## src/rtl/accumulator_pkg.sv

```systemverilog
// Shared definitions for the accumulator command sequencer: command
// encodings, the step record layout, the built-in test program and the
// sequencer state type.
package accumulator_pkg;

  localparam logic [1:0] C_HOLD = 2'b00;
  localparam logic [1:0] C_LOAD = 2'b01;
  localparam logic [1:0] C_ADD  = 2'b10;
  localparam logic [1:0] C_CLR  = 2'b11;

  // One program step: the command to issue and the response expected
  // from the accumulator once it has executed that command.
  typedef struct packed {
    logic [1:0] c;
    logic [3:0] d;
    logic [3:0] exp_q;
    logic       exp_carry;
    logic       chk_carry;
  } acc_step_t;

  // The program must open with a load, because the sequencer never
  // resets the accumulator itself. Steps 5..7 only run when NSTEPS > 5.
  localparam acc_step_t ACC_PROGRAM [0:7] = '{
    '{C_LOAD, 4'd5,  4'd5,  1'b0, 1'b0},
    '{C_ADD,  4'd3,  4'd8,  1'b0, 1'b0},
    '{C_ADD,  4'd9,  4'd1,  1'b1, 1'b1},
    '{C_HOLD, 4'd7,  4'd1,  1'b0, 1'b0},
    '{C_CLR,  4'd0,  4'd0,  1'b0, 1'b0},
    '{C_LOAD, 4'd10, 4'd10, 1'b0, 1'b0},
    '{C_ADD,  4'd6,  4'd0,  1'b1, 1'b1},
    '{C_HOLD, 4'd2,  4'd0,  1'b0, 1'b0}
  };

  typedef enum logic [2:0] {
    S_IDLE,
    S_WAIT_TICK,
    S_ISSUE,
    S_CHECK,
    S_DONE
  } seq_state_t;

endpackage

```

## src/rtl/accumulator_sequencer.sv

```systemverilog
// Self-checking command initiator for accumulator_4. Each pacing tick
// issues one program command for a single cycle, waits one cycle for the
// accumulator to update, then compares Q/Carry against the program.
module accumulator_sequencer
  import accumulator_pkg::*;
#(
  parameter int NSTEPS = 8
) (
  input  logic       i_CLK,
  input  logic       i_RST,
  input  logic       i_START,
  input  logic       i_TICK,
  input  logic [3:0] i_Q,
  input  logic       i_Carry,
  output logic       o_EN,
  output logic [1:0] o_C,
  output logic [3:0] o_D,
  output logic [2:0] o_STEP,
  output logic       o_BUSY,
  output logic       o_DONE,
  output logic       o_PASS,
  output logic [2:0] o_ERR_STEP
);

  localparam logic [2:0] LAST_STEP = 3'(NSTEPS - 1);

  seq_state_t state;
  seq_state_t next_state;
  logic [2:0] step;
  acc_step_t  cur;
  logic       mismatch;
  logic       run_start;

  assign cur      = ACC_PROGRAM[step];
  assign mismatch = (i_Q != cur.exp_q) ||
                    (cur.chk_carry && (i_Carry != cur.exp_carry));
  assign run_start = ((state == S_IDLE) || (state == S_DONE)) &&
                     (next_state == S_WAIT_TICK);
  assign o_STEP   = step;

  // Next-state logic: ticks only matter in WAIT_TICK, starts only in
  // IDLE/DONE, and the first mismatch or the last step ends the run.
  always_comb begin
    next_state = state;
    case (state)
      S_IDLE:      if (i_START) next_state = S_WAIT_TICK;
      S_WAIT_TICK: if (i_TICK)  next_state = S_ISSUE;
      S_ISSUE:     next_state = S_CHECK;
      S_CHECK: begin
        if (mismatch || (step == LAST_STEP)) next_state = S_DONE;
        else                                 next_state = S_WAIT_TICK;
      end
      S_DONE:      if (i_START) next_state = S_WAIT_TICK;
      default:     next_state = S_IDLE;
    endcase
  end

  // State register.
  always_ff @(posedge i_CLK) begin
    if (i_RST) state <= S_IDLE;
    else       state <= next_state;
  end

  // Registered outputs, derived from the upcoming state so that EN is
  // high exactly during the ISSUE cycle and C/D hold between commands.
  always_ff @(posedge i_CLK) begin
    if (i_RST) begin
      o_EN       <= 1'b0;
      o_C        <= '0;
      o_D        <= '0;
      step       <= '0;
      o_BUSY     <= 1'b0;
      o_DONE     <= 1'b0;
      o_PASS     <= 1'b0;
      o_ERR_STEP <= '0;
    end else begin
      o_EN   <= (next_state == S_ISSUE);
      o_BUSY <= (next_state == S_WAIT_TICK) || (next_state == S_ISSUE) ||
                (next_state == S_CHECK);
      o_DONE <= (next_state == S_DONE);
      if (next_state == S_ISSUE) begin
        o_C <= cur.c;
        o_D <= cur.d;
      end
      if (run_start) begin
        step       <= '0;
        o_PASS     <= 1'b0;
        o_ERR_STEP <= '0;
      end else if ((state == S_CHECK) && (next_state == S_WAIT_TICK)) begin
        step <= step + 3'd1;
      end else if ((state == S_CHECK) && (next_state == S_DONE)) begin
        o_PASS     <= !mismatch;
        o_ERR_STEP <= mismatch ? step : 3'd0;
      end
    end
  end

endmodule

```

## config.mk

```make
export PLATFORM = sky130hd
export DESIGN_NAME = accumulator_sequencer
export DESIGN_NICKNAME = d
export VERILOG_FILES = /design/src/rtl/accumulator_pkg.sv /design/src/rtl/accumulator_sequencer.sv
export SDC_FILE = /design/constraint.sdc
export NUM_CORES = 1
export LEC_CHECK = 0
export ABC_AREA = 0
export BUFFER_PORTS_ARGS = -buffer_cell sky130_fd_sc_hd__buf_2
export CAP_MARGIN = 20
export CORE_ASPECT_RATIO = 0.8
export CORE_MARGIN = 2
export CORE_UTILIZATION = 54
export CTS_CLUSTER_SIZE = 12
export DETAILED_ROUTE_END_ITERATION = 6
export PLACE_DENSITY = 0.81
export SLEW_MARGIN = 40
export SYNTH_ARGS = -nofsm -noshare
export SYNTH_HDL_FRONTEND = slang
export SYNTH_SLANG_ARGS = --single-unit
```

## constraint.sdc

```tcl
create_clock -name i_CLK -period 5.6 [get_ports i_CLK]
set_clock_uncertainty 0.1 [all_clocks]
set_input_delay 1.12 -clock i_CLK [delete_from_list [all_inputs] [get_ports i_CLK]]
set_output_delay 1.12 -clock i_CLK [all_outputs]
set_load 0.02 [all_outputs]
```

Word-level counts from Yosys, hierarchy flattened
Memories as Yosys holds them, arrays and structs flattened.
Index checks and enable logic that the tools add are counted.
W data, S select, Z words.

storage, ports and cells
  bits in read-only memories = 96
  word-level logic and storage cells = 46
  memories kept = 1
  bits in registers = 19
  output and inout port bits = 16
  input bits = 9

memory list
  name              words  bits a word  read ports  clocked after Yosys merged registers in  wr ports  RTL line                     RTL
  (name not given)  8      12           1           0                                        0         accumulator_sequencer.sv:34  assign cur = ACC_PROGRAM[step];

cells by class
  $lt $le $gt $ge = 1
  eq/ne operators = 11
  muxes and demuxes = 7
  bitwise logic cells = 2
  $add $sub $neg = 1
  reduce and logical (&&, ||, !) cells = 14

operators with widths
  operator               number
  $mux W12               2
  $eq A3 B2 Y1 const B   4
  $mux W3                4
  $pmux W3 S4            1
  $eq A3 B3 Y1 const B   3
  $eq A3 B1 Y1 const B   2
  $logic_or A1 B1 Y1     5
  $ge A4 B4 Y1 const B   1
  $logic_and A1 B1 Y1    4
  $ne A4 B4 Y1           1
  $not A3 Y4             1
  $reduce_or A2 Y1       2
  $add A3 B1 Y3 const B  1
  $logic_not A3 Y1       1
  $reduce_and A2 Y1      1
  $logic_not A1 Y1       1
  $ne A1 B1 Y1           1
  $not A1 Y1             1

Depth between registers and ports, before layout
Gate-level depths: netlist of the first run.

  depth after elaboration = 14
  depth in mapped cells = 7
  mapped depth without buffers = 7

Worst setup path after synthesis of the first run
Ideal clock, no wire load.

  path kind = in2reg
  start point = in i_Q[2]
  end point = reg o_ERR_STEP[1]
  data required time = 5383 ps
  data arrival time = 2063 ps
  buffers on the path = 0
  library setup time = 117 ps
  stages on the path = 5
  slack = 3320 ps
  cells stage by stage = or2_1 -> a211oi_2 -> o221a_2 -> nor3_2 -> a32o_1

between the ends
  longest elaborated chain between the ends = 9
  elaborated cells between the ends (all ways) = 14
  classes of those cells = 3 x eq/ne; 3 x mux; 1 x bitwise; 7 x reduce/logical

RTL lines
  what                                RTL line                                                  RTL
  from (decl)                         accumulator_sequencer.sv:13                               input logic [3:0] i_Q,
  $ne A4 B4 Y1 (*)                    accumulator_sequencer.sv:35                               assign mismatch = (i_Q != cur.exp_q) ||
  $logic_or A1 B1 Y1 (*)              accumulator_sequencer.sv:35
  $logic_or A1 B1 Y1                  accumulator_sequencer.sv:50                               if (mismatch || (step == LAST_STEP)) next_state = S_DONE;
  $mux W3                             accumulator_sequencer.sv:50
  $pmux W3 S4                         accumulator_sequencer.sv:45                               case (state)
  $eq A3 B1 Y1                        accumulator_sequencer.sv:38, accumulator_sequencer.sv:89
  $logic_and A1 B1 Y1                 accumulator_sequencer.sv:89                               end else if ((state == S_CHECK) && (next_state == S_WAIT_TICK)) begin
  $not A1 Y1 (no source line)         -
  $reduce_and A2 Y1 (no source line)  -
  to (signal assigned)                accumulator_sequencer.sv:93                               o_ERR_STEP <= mismatch ? step : 3'd0;
  to (decl)                           accumulator_sequencer.sv:22                               output logic [2:0] o_ERR_STEP

Every way passes the cells marked *; elsewhere a longest branch is shown, timed or not.
A chain may end at the register's enable or synchronous reset.

Worst setup path after layout of the first run
  start point = reg step[2] (netlist: o_STEP[2])
  end point = out o_STEP[2]

RTL lines
  what                    RTL line                     RTL
  from (decl)             accumulator_sequencer.sv:29  logic [2:0] step;
  from (signal assigned)  accumulator_sequencer.sv:90  step <= step + 3'd1;
  to (decl)               accumulator_sequencer.sv:18  output logic [2:0] o_STEP,

No word-level cell between the ends.

==> impl_metrics.yaml, run 1 <==
yosys:
  ys_warn_count: 0
  synth-seq-cells: 19
  ys_types: 32
  avgSynthCellArea_um2: 8.98
  synthTopCellsByArea: "dfxtp_1, ha_1, a21oi_1, mux2i_1, nor2_1"
  yosysSeqAreaShare: 0.399
  synth_cells: 106
  synthesis.area_um2: 952
  synth_fp_nets: 121
  synth_top_area_frac: 0.399
  yosysTopAreaCell: "dfxtp_1"
global_routing:
  track_usage: 0.206
  grt_max_degree: 16
  grt_first_pass_wirelength_um: 3310
  overflow: 0
  first_global_vias: 767
  antenna_found_initial: 0
drt:
  drtPass1Iterations: 4
  drt-initial-drc-count: 19
  antenna_left: 0
  routed_wl_um: 1940
  vias_per_cell: 5.60
  wl_per_cell_um: 12.8
  drc: 0
  vias: 851
clocking:
  clk_pin_slew_ps: 110
  ctsHoldBuffers: 0
  cts.htree.levels: 1
  cts_buffers: 3
  cts_tree: "yes"
  post_cts_resized: 0
  cts.sinks: 19
  root_buffer: "clkbuf_4"
  clock_latency_ps: 300
  clock_path_buffers: 2
  post_cts_buffers: 0
critical_path:
  critPathMaxFanout: 15
  crit_slowest_cell: "dfxtp_1"
  crit_buf_inv: 1
  cp.required_ps: 4380
  critPathArrivalTime_ps: 1280
  critPathMaxStageDelay_ps: 710
  reg2reg_from: "o_STEP[0]$_SDFFE_PP0P_"
  cp-start-kind: "flip-flop"
  crit_chain: "buf_2"
  startpoint: "o_STEP[2]$_SDFFE_PP0P_"
  cp_top_family: "flip-flops"
  worst-setup-path-type: "flip-flop to output pin"
  crit_path_end_kind: "output pin"
floorplan:
  dieHeight_um: 41.6
  fp.coreArea_um2: 1640
  die-width_um: 50.9
  initial_utilization: 0.580
  num_io_pins: 25
  row_count: 13
  die-area_um2: 2120
min_path:
  hp-start: "o_D[3]$_SDFFE_PP0P_"
  hold_path.class: "flip-flop to flip-flop"
sta:
  tightest_slew_ps: 596
  finalSetupViolCount: 0
  fin_crit_sh: 0.446
  timing.final.ws_setup_ps: 3100
  max_freq_ghz: 0.400
  setup_tns_ps: 0
  final.min_clock_period_ps: 2500
  relSlewSlack: 0.602
  rsz0062_at_grt: "no"
  maxSlewViolCount: 0
  hold_viol: 0
cells_and_area:
  nNetsFinal: 146
  diodes: 0
  syn2layout_area_growth_pct: 16.6
  fin_cells: 152
  final_area_um2: 1110
  post_route_cells_drive_above_1_share: 0.262
  mostFrequentLayoutCell: "buf_2"
  final_core_util: 0.676
  final_cell_mix: "buf_2, dfxtp_1, nor2_1"
status:
  status: "completed"
placed_design:
  dp.cells: 148
  place_hpwl_um: 1470
  port_buffers: 24
  place_area_um2: 1080
  place_ws_ps: 3100
  gp_congestion: 0.808
pwr:
  irDropWorstVdd_uv: 179
  power.density_nw_per_um2: 216
  power_leakage_nw: 0.473
job:
  cap_violations: 0
-- metrics by stage --
| stage | hold WS [ps] | total power [mW] |
|---|---|---|
| 3_5_place_dp | 382 | 0.175 |
| 4_1_cts | 403 | 0.241 |
| 6_report | 399 | 0.240 |
| 3_3_place_gp | 368 | 0.174 |
| 5_1_grt | 430 | 0.250 |
| 2_1_floorplan | 356 | 0.166 |
-- cells in the mapped netlist, drive strengths merged --
master	n
xnor2	1
o211ai	3
buf	2
nor3b	2
o31ai	1
dfxtp	19
inv	4
nor2	13
a21oi	10
and2b	1
a21boi	1
o21ai	5
ha	6
nor2b	2
a211oi	6
nand2	8
o221a	1
or2	1
and2	2
xor2	1
nor3	4
nand3	1
nand3b	1
mux2i	5
a32o	3
o211a	1
clkbuf	2
-- per-layer routing --
metal  GRT usage  wire length [µm]  vias to the layer above
met5           0                 0                        -
met4      0.0811                44                        0
met3      0.0755               148                        6
met2       0.322               886                       33
met1       0.256               861                      383
li1            -                 -                      429
-- flip-flops by register name (all words and copies together), names as in the netlist --
register,cells
o_DONE,1
o_STEP,3
o_PASS,1
o_C,2
o_D,4
o_ERR_STEP,3
o_EN,1
o_BUSY,1
state,3
-- worst paths after layout --
kind	end	slack [ps]	depth (start not counted)
max	o_STEP[2]	3100	1
max reg2reg	o_STEP[2]$_SDFFE_PP0P_	3380	7
min	o_D[3]$_SDFFE_PP0P_	400	2
min reg2reg	o_D[3]$_SDFFE_PP0P_	400	2
-- tightest hold or removal path: cells and delay by family, from the launching register on --
kind / cells / cell delay (ps)
AND/OR/NAND/NOR: 1 / 90
flip-flops: 1 / 320
AO/OA/AOI/OAI: 1 / 50
-- area by class of cell --
type	instances	area, µm²
Sequential cell	19	380
Timing Repair Buffer	24	120
Multi-Input combinational cell	79	539
Clock inverter	1	5.00
Clock buffer	3	22.5
Fill cell	144	533
Inverter	4	15.0
Tap cell	22	27.5
-- report_power, final --
| part | total (mW) | internal, mW | switching (mW) |
|---|---|---|---|
| logic | 0.0291 | 0.0117 | 0.0174 |
| clock network | 0.0674 | 0.0266 | 0.0408 |
| registers | 0.143 | 0.139 | 0.00375 |
-- logic make-up after synthesis --
group,after synthesis,synth area share
and+or+nand+nor,35,0.187
AOI/OAI and AO/OA,31,0.230
DFF,19,0.399
buffers and inverters,8,0.0342
adders and majority gates,6,0.0788
muxes,5,0.0526
xor gates and xnor gates,2,0.0184
Power figures use the tool's default switching activity.
==> run 2, diff against run 1 <==
Settings changed: ABC_AREA 0 to 1, CORE_UTILIZATION 54 to 52, PLACE_DENSITY 0.81 to 0.77.
Clock period 5.6 ns to 2.56 ns, I/O delays scaled along.
==> run 2 against run 1 <==
  * Via count increased by 21%
  * Worst setup slack got worse by 2500 ps
  * Critical path type is now flip-flop to flip-flop
  * Wire length is 10% higher
  * Largest cell class unchanged
  * Clock power is 120% higher
  * Utilization is 3.5 points lower
  * Power is 130% higher
==> impl_metrics.yaml, run 2 <==
global_routing:
  overflow: 0
  antenna_found_initial: 0
  use_met1: 0.277
  grt_busiest_layer: "met2"
  grt_max_degree: 15
  first_global_vias: 921
  grt_first_pass_wirelength_um: 3730
  track_usage: 0.210
  met2_usage: 0.331
  grt_use_met3: 0.0629
cells_and_area:
  final_area_um2: 1230
  mostFrequentLayoutCell: "nand2_1"
  fillCellCount: 199
  multiInputGateArea_um2: 592
  largest_reg_flops: 4
  diodes: 0
  final_cell_mix: "nand2_1, nor2_1, buf_2"
  register_area_um2: 380
  final_core_util: 0.641
  syn2layout_area_growth_pct: 14.5
  nNetsFinal: 198
  post_route_cells_drive_above_1_share: 0.231
  top_register: "o_D"
min_path:
  hold_path.class: "input pin to flip-flop"
clocking:
  clock_path_buffers: 2
  post_cts_buffers: 0
  ctsHoldBuffers: 0
  clock_latency_ps: 290
  cts_tree: "yes"
  cts.sinks: 19
  post_cts_resized: 0
  root_buffer: "clkbuf_4"
  cts.htree.levels: 1
  clk_pin_slew_ps: 100
  cts_buffers: 3
placed_design:
  place_hpwl_um: 1690
  gp_congestion: 0.833
  place_area_um2: 1210
  port_buffers: 24
floorplan:
  row_count: 14
  die-area_um2: 2460
  initial_utilization: 0.560
  num_io_pins: 25
  dieHeight_um: 44.7
  fp.coreArea_um2: 1930
  die-width_um: 54.9
yosys:
  synth_cells: 157
  ys_warn_count: 0
  ys_top_cells_by_count: "nand2_1, nor2_1, dfxtp_1, inv_1, nand3_1"
  synth_most_common_cell: "nand2_1"
  yosysSeqAreaShare: 0.353
  synth_fp_nets: 172
  synthFlopType: "dfxtp_1"
  synth-seq-cells: 19
  synthTopCellsByArea: "dfxtp_1, nand2_1, nor2_1, ha_1, inv_1"
  avgSynthCellArea_um2: 6.87
  yosysTopAreaCell: "dfxtp_1"
  synth_edf_count: 0
  synth_top_area_frac: 0.353
  synthesis.area_um2: 1080
  synth-async-reset-ratio: 0
  ys_types: 23
sta:
  final.min_clock_period_ps: 1920
  maxSlewViolCount: 0
  max_freq_ghz: 0.521
  finalSetupViolCount: 0
  tightest_slew_ps: 501
  fin_crit_sh: 0.749
  rsz0062_at_grt: "no"
  hold_viol: 0
  setup_tns_ps: 0
  relSlewSlack: 0.666
critical_path:
  r2r-end: "o_ERR_STEP[0]$_SDFFE_PP0P_"
  cp-start-kind: "flip-flop"
  crit_path_end_kind: "flip-flop"
  reg2reg_from: "o_STEP[0]$_SDFFE_PP0P_"
  r2r_setup_slack_ps: 640
  critPathArrivalTime_ps: 2020
  crit_path_end: "o_ERR_STEP[0]$_SDFFE_PP0P_"
  critPathMaxFanout: 8
  worst-setup-path-type: "flip-flop to flip-flop"
  reg2reg_depth: 10
  startpoint: "o_STEP[0]$_SDFFE_PP0P_"
  cp.required_ps: 2660
drt:
  wl_per_cell_um: 10.4
  drtPass1Iterations: 4
  antenna_left: 0
  routed_wl_um: 2130
  vias: 1031
  vias_per_cell: 5.00
  drc: 0
  drt-initial-drc-count: 20
job:
  cap_violations: 0
pwr:
  power_leakage_nw: 0.620
  irDropWorstVdd_uv: 372
  power.density_nw_per_um2: 456
  finalPower_uw: 563
status:
  status: "completed"
==> run 2: changes by cell type in the layout (fill, tap and decap cells not counted), sizes merged, moves of 5 or more <==
cell	change
inv	+19
nand3	+8
nor2	+20
mux2i	-5
a211oi	-5
nand4	+5
nand2	+28
==> run 2: cell families after synthesis <==
logic type               count (synthesis)  synth area share
AO/OA/AOI/OAI                           19            0.0940
adder cells (fa/ha/maj)                  6            0.0696
buffers and inverters                   26            0.0986
flip-flops                              19             0.353
AND/OR/NAND/NOR                         87             0.385
==> run 2: worst min-delay path by stage <==
stage,from,end,slack (ps),depth (start not counted)
3_3_place_gp,o_D[2]$_SDFFE_PP0P_,o_D[2]$_SDFFE_PP0P_,390,2
6_report,i_RST,o_DONE$_SDFF_PP0_,390,2
5_1_grt,i_RST,state[0]$_SDFF_PP0_,390,2
3_5_place_dp,o_ERR_STEP[2]$_SDFFE_PP0P_,o_ERR_STEP[2]$_SDFFE_PP0P_,370,2
2_1_floorplan,state[2]$_SDFF_PP0_,o_DONE$_SDFF_PP0_,450,2
4_1_cts,i_RST,state[2]$_SDFF_PP0_,370,2
==> run 2: per-layer routing <==
metal	wire (µm)	up-vias
met5	0	-
met4	36	0
met3	136	6
met2	956	25
met1	1010	457
li1	-	543
==> run 2: area by class of cell <==
type,count,share of cell area
Clock buffer,4,0.0213
Inverter,23,0.0699
Multi-Input combinational cell,112,0.479
Sequential cell,19,0.308
Tap cell,24,0.0243
Timing Repair Buffer,24,0.0973
==> run 2: critical path, stage by stage, from the launching register on <==
cell,delay [ps]
dfxtp_1,500
inv_1,130
ha_1,270
nand2_1,100
nand3_1,150
nor2_4,150
nand3_4,120
nand2_2,130
nand2_1,70
nand2_1,70
nor2_1,40
==> run 2: where the power goes <==
part           internal, mW  switching [mW]
sequential            0.310         0.00597
combinational        0.0340          0.0656
clock                0.0607          0.0866
==> run 2: metrics by stage <==
| stage | setup WS (ps) | hold WS [ps] | std cells |
|---|---|---|---|
| floorplan | 752 | 451 | 157 |
| global placement | 718 | 386 | 202 |
| detailed placement | 673 | 373 | 202 |
| CTS | 649 | 372 | 206 |
| global route | 482 | 393 | 206 |
| finish | 642 | 386 | 206 |
==> run 3, diff against run 2 <==
Settings changed: CORE_UTILIZATION 52 to 47, PLACE_DENSITY 0.77 to 0.74.
Clock period 2.56 ns to 1.7 ns, I/O delays scaled along.
==> run 3 against run 2 <==
  * Critical endpoint is now o_STEP[2]$_SDFFE_PP0P_
  * Final cell count increased by 3.9%
  * Die area rose by 9.8%
  * Largest power group unchanged
  * Cell area is 12% higher
  * Register-to-register slack got worse by 580 ps
==> impl_metrics.yaml, run 3 (same netlist as run 2, synthesis figures left out) <==
status:
  status: "completed"
cells_and_area:
  fillCellCount: 193
  register_area_um2: 387
  post_route_cells_drive_above_1_share: 0.344
  final_area_um2: 1380
  largest_reg_flops: 4
  final_cell_mix: "nand2_1, nor2_1, buf_2"
  syn2layout_area_growth_pct: 27.8
  multiInputGateArea_um2: 669
  top_register: "o_D"
  mostFrequentLayoutCell: "nand2_1"
  diodes: 0
  nNetsFinal: 205
global_routing:
  track_usage: 0.196
  grt_first_pass_wirelength_um: 4030
  antenna_found_initial: 0
  grt_max_degree: 14
  overflow: 0
  first_global_vias: 978
drt:
  wl_per_cell_um: 11.7
  vias_per_cell: 5.09
  antenna_left: 0
  drc: 0
  vias: 1090
  drtPass1Iterations: 4
  routed_wl_um: 2510
  drt-initial-drc-count: 40
critical_path:
  critPathMaxStageDelay_ps: 440
  crit_buf_inv: 1
  crit_path_end_kind: "flip-flop"
  cp_top_family: "simple AND/OR/NAND/NOR gates"
  critPathArrivalTime_ps: 1740
  reg2reg_depth: 10
  crit_slowest_cell: "dfxtp_4"
  worst-setup-path-type: "flip-flop to flip-flop"
  startpoint: "o_STEP[0]$_SDFFE_PP0P_"
  critPathMaxFanout: 7
  cp-start-kind: "flip-flop"
  crit_chain: "ha_4, nand2_1, nand2_1, nand2_2, inv_1, nand2_1, nor2_4, nand4_1, nand2_1, nor2_1"
  r2r-end: "o_STEP[2]$_SDFFE_PP0P_"
  cp.required_ps: 1810
  reg2reg_from: "o_STEP[0]$_SDFFE_PP0P_"
  r2r_setup_slack_ps: 60
  path_common_cell: "nand2_1"
sta:
  maxSlewViolCount: 0
  relSlewSlack: 0.700
  max_freq_ghz: 0.610
  hold_slack_ps: 214
  fin_crit_sh: 0.964
  rsz0062_at_grt: "yes"
  final.min_clock_period_ps: 1640
  tightest_slew_ps: 449
  hold_viol: 0
  timing.final.ws_setup_ps: 61.5
  finalSetupViolCount: 0
placed_design:
  gp_congestion: 0.858
  place_ws_ps: -74.3
  place_hpwl_um: 1850
  port_buffers: 24
  place_area_um2: 1250
clocking:
  cts_tree: "yes"
  cts.sinks: 19
  cts_buffers: 3
  clock_latency_ps: 300
  cts.htree.levels: 1
  clk_pin_slew_ps: 110
  root_buffer: "clkbuf_4"
  clock_path_buffers: 2
pwr:
  irDropWorstVdd_uv: 554
  internal_power_uw: 606
  pwr-share-clk: 0.264
  pwr-share-seq: 0.553
  p_sw_uw: 252
  p_comb_frac: 0.183
  finalPower_uw: 857
  swShare: 0.293
  power_leakage_nw: 0.679
  power.density_nw_per_um2: 622
job:
  cap_violations: 0
min_path:
  hold_path.class: "input pin to flip-flop"
  hold_path_end: "o_C[1]$_SDFFE_PP0P_"
  hold_depth: 2
  hp-start: "i_RST"
floorplan:
  dieHeight_um: 46.8
  die-width_um: 57.6
  num_io_pins: 25
  row_count: 15
  die-area_um2: 2700
  initial_utilization: 0.500
  fp.coreArea_um2: 2160
## run 3: cell count changes in the layout (fill, tap and decap cells not counted), sizes merged
cell | previous run | this run
buf | 24 | 31
clkbuf | 4 | 3
clkinv | 0 | 1
## run 3: worst max path at each step
stage / to / cells past startpoint
3_3_place_gp: o_ERR_STEP[1]$_SDFFE_PP0P_ / 11
5_1_grt: o_STEP[2]$_SDFFE_PP0P_ / 10
4_1_cts: o_ERR_STEP[0]$_SDFFE_PP0P_ / 11
2_1_floorplan: o_ERR_STEP[0]$_SDFFE_PP0P_ / 10
3_5_place_dp: o_ERR_STEP[0]$_SDFFE_PP0P_ / 11
6_report: o_STEP[2]$_SDFFE_PP0P_ / 10
## run 3: layout make-up
cell class,instances,area share
multi-input combinational,112,0.485
sequential,19,0.280
timing repair buffer,31,0.125
inverter,23,0.0662
tap,25,0.0227
clock buffer,3,0.0163
clock inverter,1,0.00363
## run 3: metrics by stage
| step | setup TNS (ps) | cells | utilization |
|---|---|---|---|
| global route | -124 | 214 | 0.639 |
| finish | 0 | 214 | 0.639 |
| detailed placement | -158 | 208 | 0.579 |
| floorplan | 0 | 157 | - |
| CTS | 0 | 212 | 0.608 |
| global placement | 0 | 208 | 0.579 |
## run 3: per-layer routing
metal | track usage | routed length, µm | vias up
met4 | 0.0558 | 19 | 0
met2 | 0.355 | 1240 | 32
met1 | 0.230 | 1130 | 494
li1 | - | - | 562
met3 | 0.0606 | 117 | 2
met5 | 0 | 0 | -
## run 3: what timing repair did
action	4_1_cts	5_1_grt
hold buffers	0	0
pin swaps	0	12
setup buffers	0	2
setup endpoints to repair	6	10
gates resized for setup	9	14
## run 3: power by group through the flow
| stage | registers, mW | logic, mW | clock network, mW |
|---|---|---|---|
| finish | 0.474 | 0.157 | 0.226 |
| global route | 0.476 | 0.174 | 0.250 |
| CTS | 0.475 | 0.153 | 0.237 |
| detailed placement | 0.486 | 0.150 | 0 |
| global placement | 0.485 | 0.147 | 0 |
| floorplan | 0.507 | 0.0879 | 0 |
